### config.mk
export PLATFORM = sky130hd
export DESIGN_NAME = gameport_multi
export DESIGN_NICKNAME = d
export VERILOG_FILES = /design/src/rtl/gameport_multi.sv
export SDC_FILE = /design/constraint.sdc
export NUM_CORES = 1
export LEC_CHECK = 0
export ABC_AREA = 1
export CAP_MARGIN = 25
export CORE_MARGIN = 2
export CORE_UTILIZATION = 49
export DETAILED_ROUTE_END_ITERATION = 6
export PLACE_DENSITY = 0.79
export SYNTH_ARGS = -nofsm -noshare
export SYNTH_HDL_FRONTEND = slang
export SYNTH_SLANG_ARGS = --single-unit
### constraint.sdc
create_clock -name clk_cpu -period 2.02 [get_ports clk_cpu]
set_input_delay 0.505 -clock clk_cpu [delete_from_list [all_inputs] [get_ports clk_cpu]]
set_output_delay 0.505 -clock clk_cpu [all_outputs]
set_load 0.01 [all_outputs]
### src/rtl/gameport_multi.sv
// Parametrised PC gameport (201h) one-shot timer with N axes, swap, presence mask and busy flag.
// Optional deadzone snapping of latched positions is enabled by defining GAMEPORT_DEADZONE_EN.
module gameport_multi #(
  parameter int unsigned NUM_AXES    = 4,
  parameter int unsigned NUM_BUTTONS = 4,
  parameter int unsigned CNT_W       = 8,
  parameter int unsigned PRE_SHIFT   = 4,
  parameter int unsigned DEADZONE    = 4
) (
  input  logic                        clk_cpu,
  input  logic                        reset,
  input  logic [4:0]                  cpu_speed,
  input  logic                        trig,
  input  logic                        swap,
  input  logic [NUM_AXES-1:0]         axis_present,
  input  logic [NUM_AXES*CNT_W-1:0]   axis_pos,
  input  logic [NUM_BUTTONS-1:0]      buttons,
  output logic [NUM_AXES-1:0]         axis_out,
  output logic [NUM_BUTTONS-1:0]      btn_out_n,
  output logic                        busy
);

  localparam int unsigned PRE_W = 6 + PRE_SHIFT;
  localparam logic [CNT_W-1:0] CNT_MAX = {CNT_W{1'b1}};
  localparam logic [CNT_W-1:0] CNT_MID = {1'b1, {(CNT_W-1){1'b0}}};

  typedef enum logic {ST_IDLE = 1'b0, ST_COUNT = 1'b1} state_e;

  state_e                          state_q, state_d;
  logic [CNT_W-1:0]                cnt_q, cnt_d;
  logic [PRE_W-1:0]                pre_q, pre_d;
  logic [NUM_AXES-1:0]             axis_q, axis_d;
  logic [NUM_BUTTONS-1:0]          btn_q, btn_d;
  logic [NUM_AXES-1:0][CNT_W-1:0]  tgt_q, tgt_d;

  logic [NUM_AXES-1:0][CNT_W-1:0]  sw_pos;
  logic [NUM_AXES-1:0][CNT_W-1:0]  tgt_c;
  logic [NUM_AXES-1:0]             sw_present;
  logic [NUM_BUTTONS-1:0]          sw_btn;
  logic [PRE_W-1:0]                period_m1_c;

  assign period_m1_c = ((PRE_W'(cpu_speed) + PRE_W'(1)) << PRE_SHIFT) - PRE_W'(1);

  // Swap routing and trigger-time target conversion (signed -> offset binary)
  for (genvar g = 0; g < NUM_AXES; g++) begin : g_axis
    localparam int unsigned SRC = (g + NUM_AXES / 2) % NUM_AXES;
    logic dz_hit;

    assign sw_pos[g]     = swap ? axis_pos[SRC*CNT_W +: CNT_W] : axis_pos[g*CNT_W +: CNT_W];
    assign sw_present[g] = swap ? axis_present[SRC] : axis_present[g];

`ifdef GAMEPORT_DEADZONE_EN
    logic [CNT_W-1:0] mag;
    // Unsigned magnitude; the most negative value yields 2^(CNT_W-1)
    assign mag    = sw_pos[g][CNT_W-1] ? (~sw_pos[g] + CNT_W'(1)) : sw_pos[g];
    assign dz_hit = (mag < CNT_W'(DEADZONE));
`else
    assign dz_hit = 1'b0 & (DEADZONE != 32'd0);
`endif

    assign tgt_c[g] = dz_hit ? CNT_MID : {~sw_pos[g][CNT_W-1], sw_pos[g][CNT_W-2:0]};
  end

  for (genvar g = 0; g < NUM_BUTTONS; g++) begin : g_btn
    localparam int unsigned SRC = (g + NUM_BUTTONS / 2) % NUM_BUTTONS;
    assign sw_btn[g] = swap ? buttons[SRC] : buttons[g];
  end

  // State and datapath registers
  always_ff @(posedge clk_cpu or posedge reset) begin
    if (reset) begin
      state_q <= ST_IDLE;
      cnt_q   <= CNT_MAX;
      pre_q   <= '0;
      axis_q  <= '0;
      btn_q   <= '1;
      tgt_q   <= '0;
    end else begin
      state_q <= state_d;
      cnt_q   <= cnt_d;
      pre_q   <= pre_d;
      axis_q  <= axis_d;
      btn_q   <= btn_d;
      tgt_q   <= tgt_d;
    end
  end

  // Next state: trigger (re)starts, counter saturation times out
  always_comb begin
    state_d = state_q;
    if (trig) begin
      state_d = ST_COUNT;
    end else if (state_q == ST_COUNT && cnt_q == CNT_MAX) begin
      state_d = ST_IDLE;
    end
  end

  // Datapath next values; trigger has priority over tick, clear and timeout
  always_comb begin
    cnt_d  = cnt_q;
    pre_d  = pre_q;
    axis_d = axis_q;
    tgt_d  = tgt_q;
    btn_d  = ~sw_btn;
    if (trig) begin
      cnt_d  = '0;
      pre_d  = '0;
      axis_d = '1;
      tgt_d  = tgt_c;
    end else begin
      if (cnt_q != CNT_MAX) begin
        if (pre_q >= period_m1_c) begin
          pre_d = '0;
          cnt_d = cnt_q + CNT_W'(1);
        end else begin
          pre_d = pre_q + PRE_W'(1);
        end
      end
      if (state_q == ST_COUNT) begin
        if (cnt_q == CNT_MAX) begin
          axis_d = '0;
        end else begin
          for (int i = 0; i < NUM_AXES; i++) begin
            if (sw_present[i] && cnt_q == tgt_q[i]) axis_d[i] = 1'b0;
          end
        end
      end
    end
  end

  assign axis_out  = axis_q;
  assign btn_out_n = btn_q;
  assign busy      = (state_q == ST_COUNT);

endmodule

==> summary.txt <==
Synth
  • Compound-cell area share of the yosys netlist: between 10% and 20%
  • Netlist cell types: 29
  • Post-Synth XOR/XNOR Area: between 3 and 4%
  • Largest family of logic cells by synthesized area: simple AND/OR/NAND/NOR gates
  • Top post-synthesis cells by area: dfrtp_1 31%, nand2_1 18%, dfstp_2 8.3%, inv_1 6.1%, nor2_1 5.8%
  • Share of the synthesized area in the top cell type: a little under a third
  • Area leader, netlist: dfrtp_1
  • Syn. warnings: 0
  • Seq/Total Area, Yosys: 39.4%
  • Cells after Synth: roughly 540
  • Average size of a mapped cell: a little under 7 µm²
  • Syn nets: roughly 600
  • Synthesized flop and latch total: 59
  • Simple-gate area share of the yosys netlist: 32.2%
  • Synthesized cell area: 0.00378 mm²
  • Post-synthesis mux area share: 0%
  • Adder-cell share of the synthesized area: under 10%

Drt
  • Pre-antenna DRT Iters: 5
  • DRC: 0
  • WL final: approximately 9600 µm
  • Routed WL per cell: 13.4 µm
  • Iteration-0 DRC Markers: approximately 320
  • WL met2: 4640 µm
  • Met3 wire length: 558 µm
  • Metal-1 WL: 4120 µm
  • Via count: approximately 3,700
  • Vias/cell: between 5 and 6
  • Top sig layer: met4
  • Final antenna-violating net count: 0

STA
  • Fmax: approximately 420 MHz
  • Setup violators final: 18
  • Period utilisation layout: 117%
  • Max_slew headroom: 72.5%
  • RSZ-0062 raised after global routing: yes
  • Setup_tns: -5.43 ns
  • Final hold violations: 0
  • Clk_skew: ~0.0083 ns
  • Fin crit period: 2.36 ns
  • Fin. max-slew vios: 0
  • Slew at the pin closest to its max-slew limit: about 0.41 ns
  • Worst setup margin: -0.341 ns

Global route
  • Grt total ovfl: 0
  • Number of global-route vias before repair: around 3,600
  • Initial antenna violation count: 0
  • GRT Resource Usage Total: 23.9%
  • First-pass GRT wire length: roughly 16,000 µm
  • Largest net degree at the start of global routing: 60

Placed design
  • # port buffers: 57
  • DP HPWL: between 6000 and 7000 µm
  • GP Congestion: 0.860
  • Placed Instance Area: 0.00456 mm²
  • Dpl ws: -1.10 ns
  • Dpl cells: 697

CTS
  • CTS H-tree depth: 3
  • Longest Clk Path Bufs: 2
  • Clock Latency Late Sink: about 0.35 ns
  • Root Driver: clkbuf_8
  • Clock sinks: roughly 60
  • Cts bufs inserted: 9
  • Hold buffer count at CTS: 0
  • Worst-path clk slew: around 0.07 ns
  • CTS tree: yes

Min path
  • HP Class: flop to flop

Worst setup path
  • Worst path slowest cell: ha_1
  • Worst-path maximum fanout: 5
  • CP Cell Sequence: buf_8, buf_4, nand3_2, xor2_4, nand3_1, xor2_1, inv_1, ha_1, nand2_1, o21bai_1, nand3_1, nor2_4, buf_4, nand2_4, nand3_1, nand2_1
  • CP Class: input pin to flop
  • Most used cell, CP: nand3_1
  • Max incr delay on CP: roughly 0.27 ns
  • Setup crit start kind: input pin
  • Critical Path Sink Type: flop
  • Worst Path Required: 2.30 ns
  • Arrival time of the worst setup path: between 2 and 3 ns
  • CP top delay family: simple AND/OR/NAND/NOR gates
  • Bufs and invs on worst path: 4

Power
  • VDD IR max: roughly 310 µV
  • Pwr Total: 0.00300 W
  • Leakage: about 2.5 nW
  • Power Density: roughly 600 mW/mm²

Floorplanning
  • Die area: roughly 0.0084 mm²
  • Initial core utilization: 49.8%
  • CORE AREA: around 0.0076 mm²
  • Row count: 32
  • Die Y: just over 90 µm
  • Top-level I/O count: 58
  • Die width: just over 90 µm

Final layout
  • Share of layout cells above drive strength 1: approximately an eighth
  • Final instance area: between 0.004 and 0.005 mm²
  • Antenna fix cells: 0
  • Fillcell total: 656
  • Layout overhead on the synthesized area: 29.2%
  • Post-route insts no fill: slightly above 700
  • Nets@finish: around 670

Outcome
  • Status: finished with violations
  • Violated checks: setup timing

Flow run
  • Max-Cap Viols: 0
worst register-to-register path, delay by kind of cell, from the launching register on:
kind	cells	cell delay [ns]
simple gates	8	0.99
flops	1	0.63
fa+ha+maj	1	0.20
final timing paths:
| path | start | endpoint | slack [ns] | depth (start not counted) |
|---|---|---|---|---|
| max | cpu_speed[1] | cnt_q[5] | -0.34 | 16 |
| min | axis_out[1] | axis_out[1] | 0.47 | 2 |
| max reg2reg | cnt_q[0] | cnt_q[0] | 0.15 | 9 |
| min reg2reg | axis_out[1] | axis_out[1] | 0.47 | 2 |
| max in group asynchronous | reset | cnt_q[5] | 1.18 | 3 |
| min in group asynchronous | reset | tgt_q[8] | 0.54 | 3 |
layout by cell type, fill, tap and decap left out, types with 3 or more instances in the layout:
| cell type | count |
|---|---|
| a21oi_1 | 10 |
| a22o_1 | 4 |
| buf_4 | 18 |
| buf_6 | 4 |
| clkbuf_1 | 4 |
| clkbuf_8 | 9 |
| clkdlybuf4s50_1 | 52 |
| dfrtp_1 | 47 |
| dfstp_2 | 12 |
| ha_1 | 8 |
| inv_1 | 61 |
| inv_2 | 3 |
| nand2_1 | 179 |
| nand2_2 | 3 |
| nand2_4 | 3 |
| nand3_1 | 19 |
| nand3_2 | 4 |
| nand4_1 | 13 |
| nor2_1 | 57 |
| o21ai_0 | 33 |
| o21ai_1 | 8 |
| o22ai_1 | 28 |
| xor2_1 | 11 |
metal layers:
layer | vias to the layer above | GRT usage, %
met5 | - | 0
met4 | 0 | 10.3
met3 | 26 | 5.09
met2 | 130 | 41.2
met1 | 1701 | 28.8
li1 | 1869 | -
sequential cells by signal (all words and copies together) (netlist names):
signal     cells
pre_q         10
cnt_q          8
busy           1
btn_out_n      4
axis_out       4
tgt_q         32
report_power, final:
group,internal [W],switching [W],total [W],leakage [nW]
registers,0.00128,0.0000676,0.00135,0.696
clock network,0.000567,0.000463,0.00103,0.0914
logic,0.000287,0.000335,0.000622,1.70
total,0.00214,0.000866,0.00300,2.49
layout make-up:
cell class	instances	area [µm²]	area share, %
repair buffers	79	764	15.6
clock buffers	13	139	2.84
well taps	102	128	2.61
clock inverters	3	40.0	0.819
multi-input cells	397	2080	42.6
flip-flops and latches	59	1490	30.5
inverters	65	244	4.99
cells in the mapped netlist:
cell type  count
dfstp_2       12
buf_4          1
o21ai_1        7
nor3_1         3
inv_2          2
ha_1           9
nor2_1        58
nand2_2        1
buf_2          8
clkinv_1       1
clkbuf_1      11
o22ai_1       28
and3_1         1
a21oi_1       10
nor2_8         2
o21bai_1       1
o21ai_0       34
nand3_1       23
nand2_4        2
nand4_4        1
nor2_4         1
nand4_1       13
a22o_1         4
xor2_1        15
nand2_1      182
xnor2_1        1
dfrtp_1       47
inv_1         62
buf_1          4
stage by stage:
| step | hold WS [ns] | util (%) |
|---|---|---|
| floorplan | 0.482 | - |
| global placement | 0.458 | 60.0 |
| detailed placement | 0.463 | 60.0 |
| CTS | 0.480 | 63.6 |
| global route | 0.497 | 64.3 |
| finish | 0.474 | 64.3 |
timing repair:
action / CTS / global route
gates resized for setup: 30 / 13
endpoints found under the setup margin: 18 / 18
gates cloned: 1 / 0
setup buffers: 4 / 0
pin swaps: 8 / 10
logic make-up (layout without fill, tap and decap cells):
| group | count (synthesis) | count (layout) |
|---|---|---|
| AO/OA/AOI/OAI | 84 | 84 |
| XOR/XNOR | 16 | 16 |
| adder cells (fa/ha/maj) | 9 | 9 |
| buffers and inverters | 89 | 160 |
| flip-flops | 59 | 59 |
| AND/OR/NAND/NOR | 287 | 288 |
No activity file was read; power rests on OpenSTA's default activity.
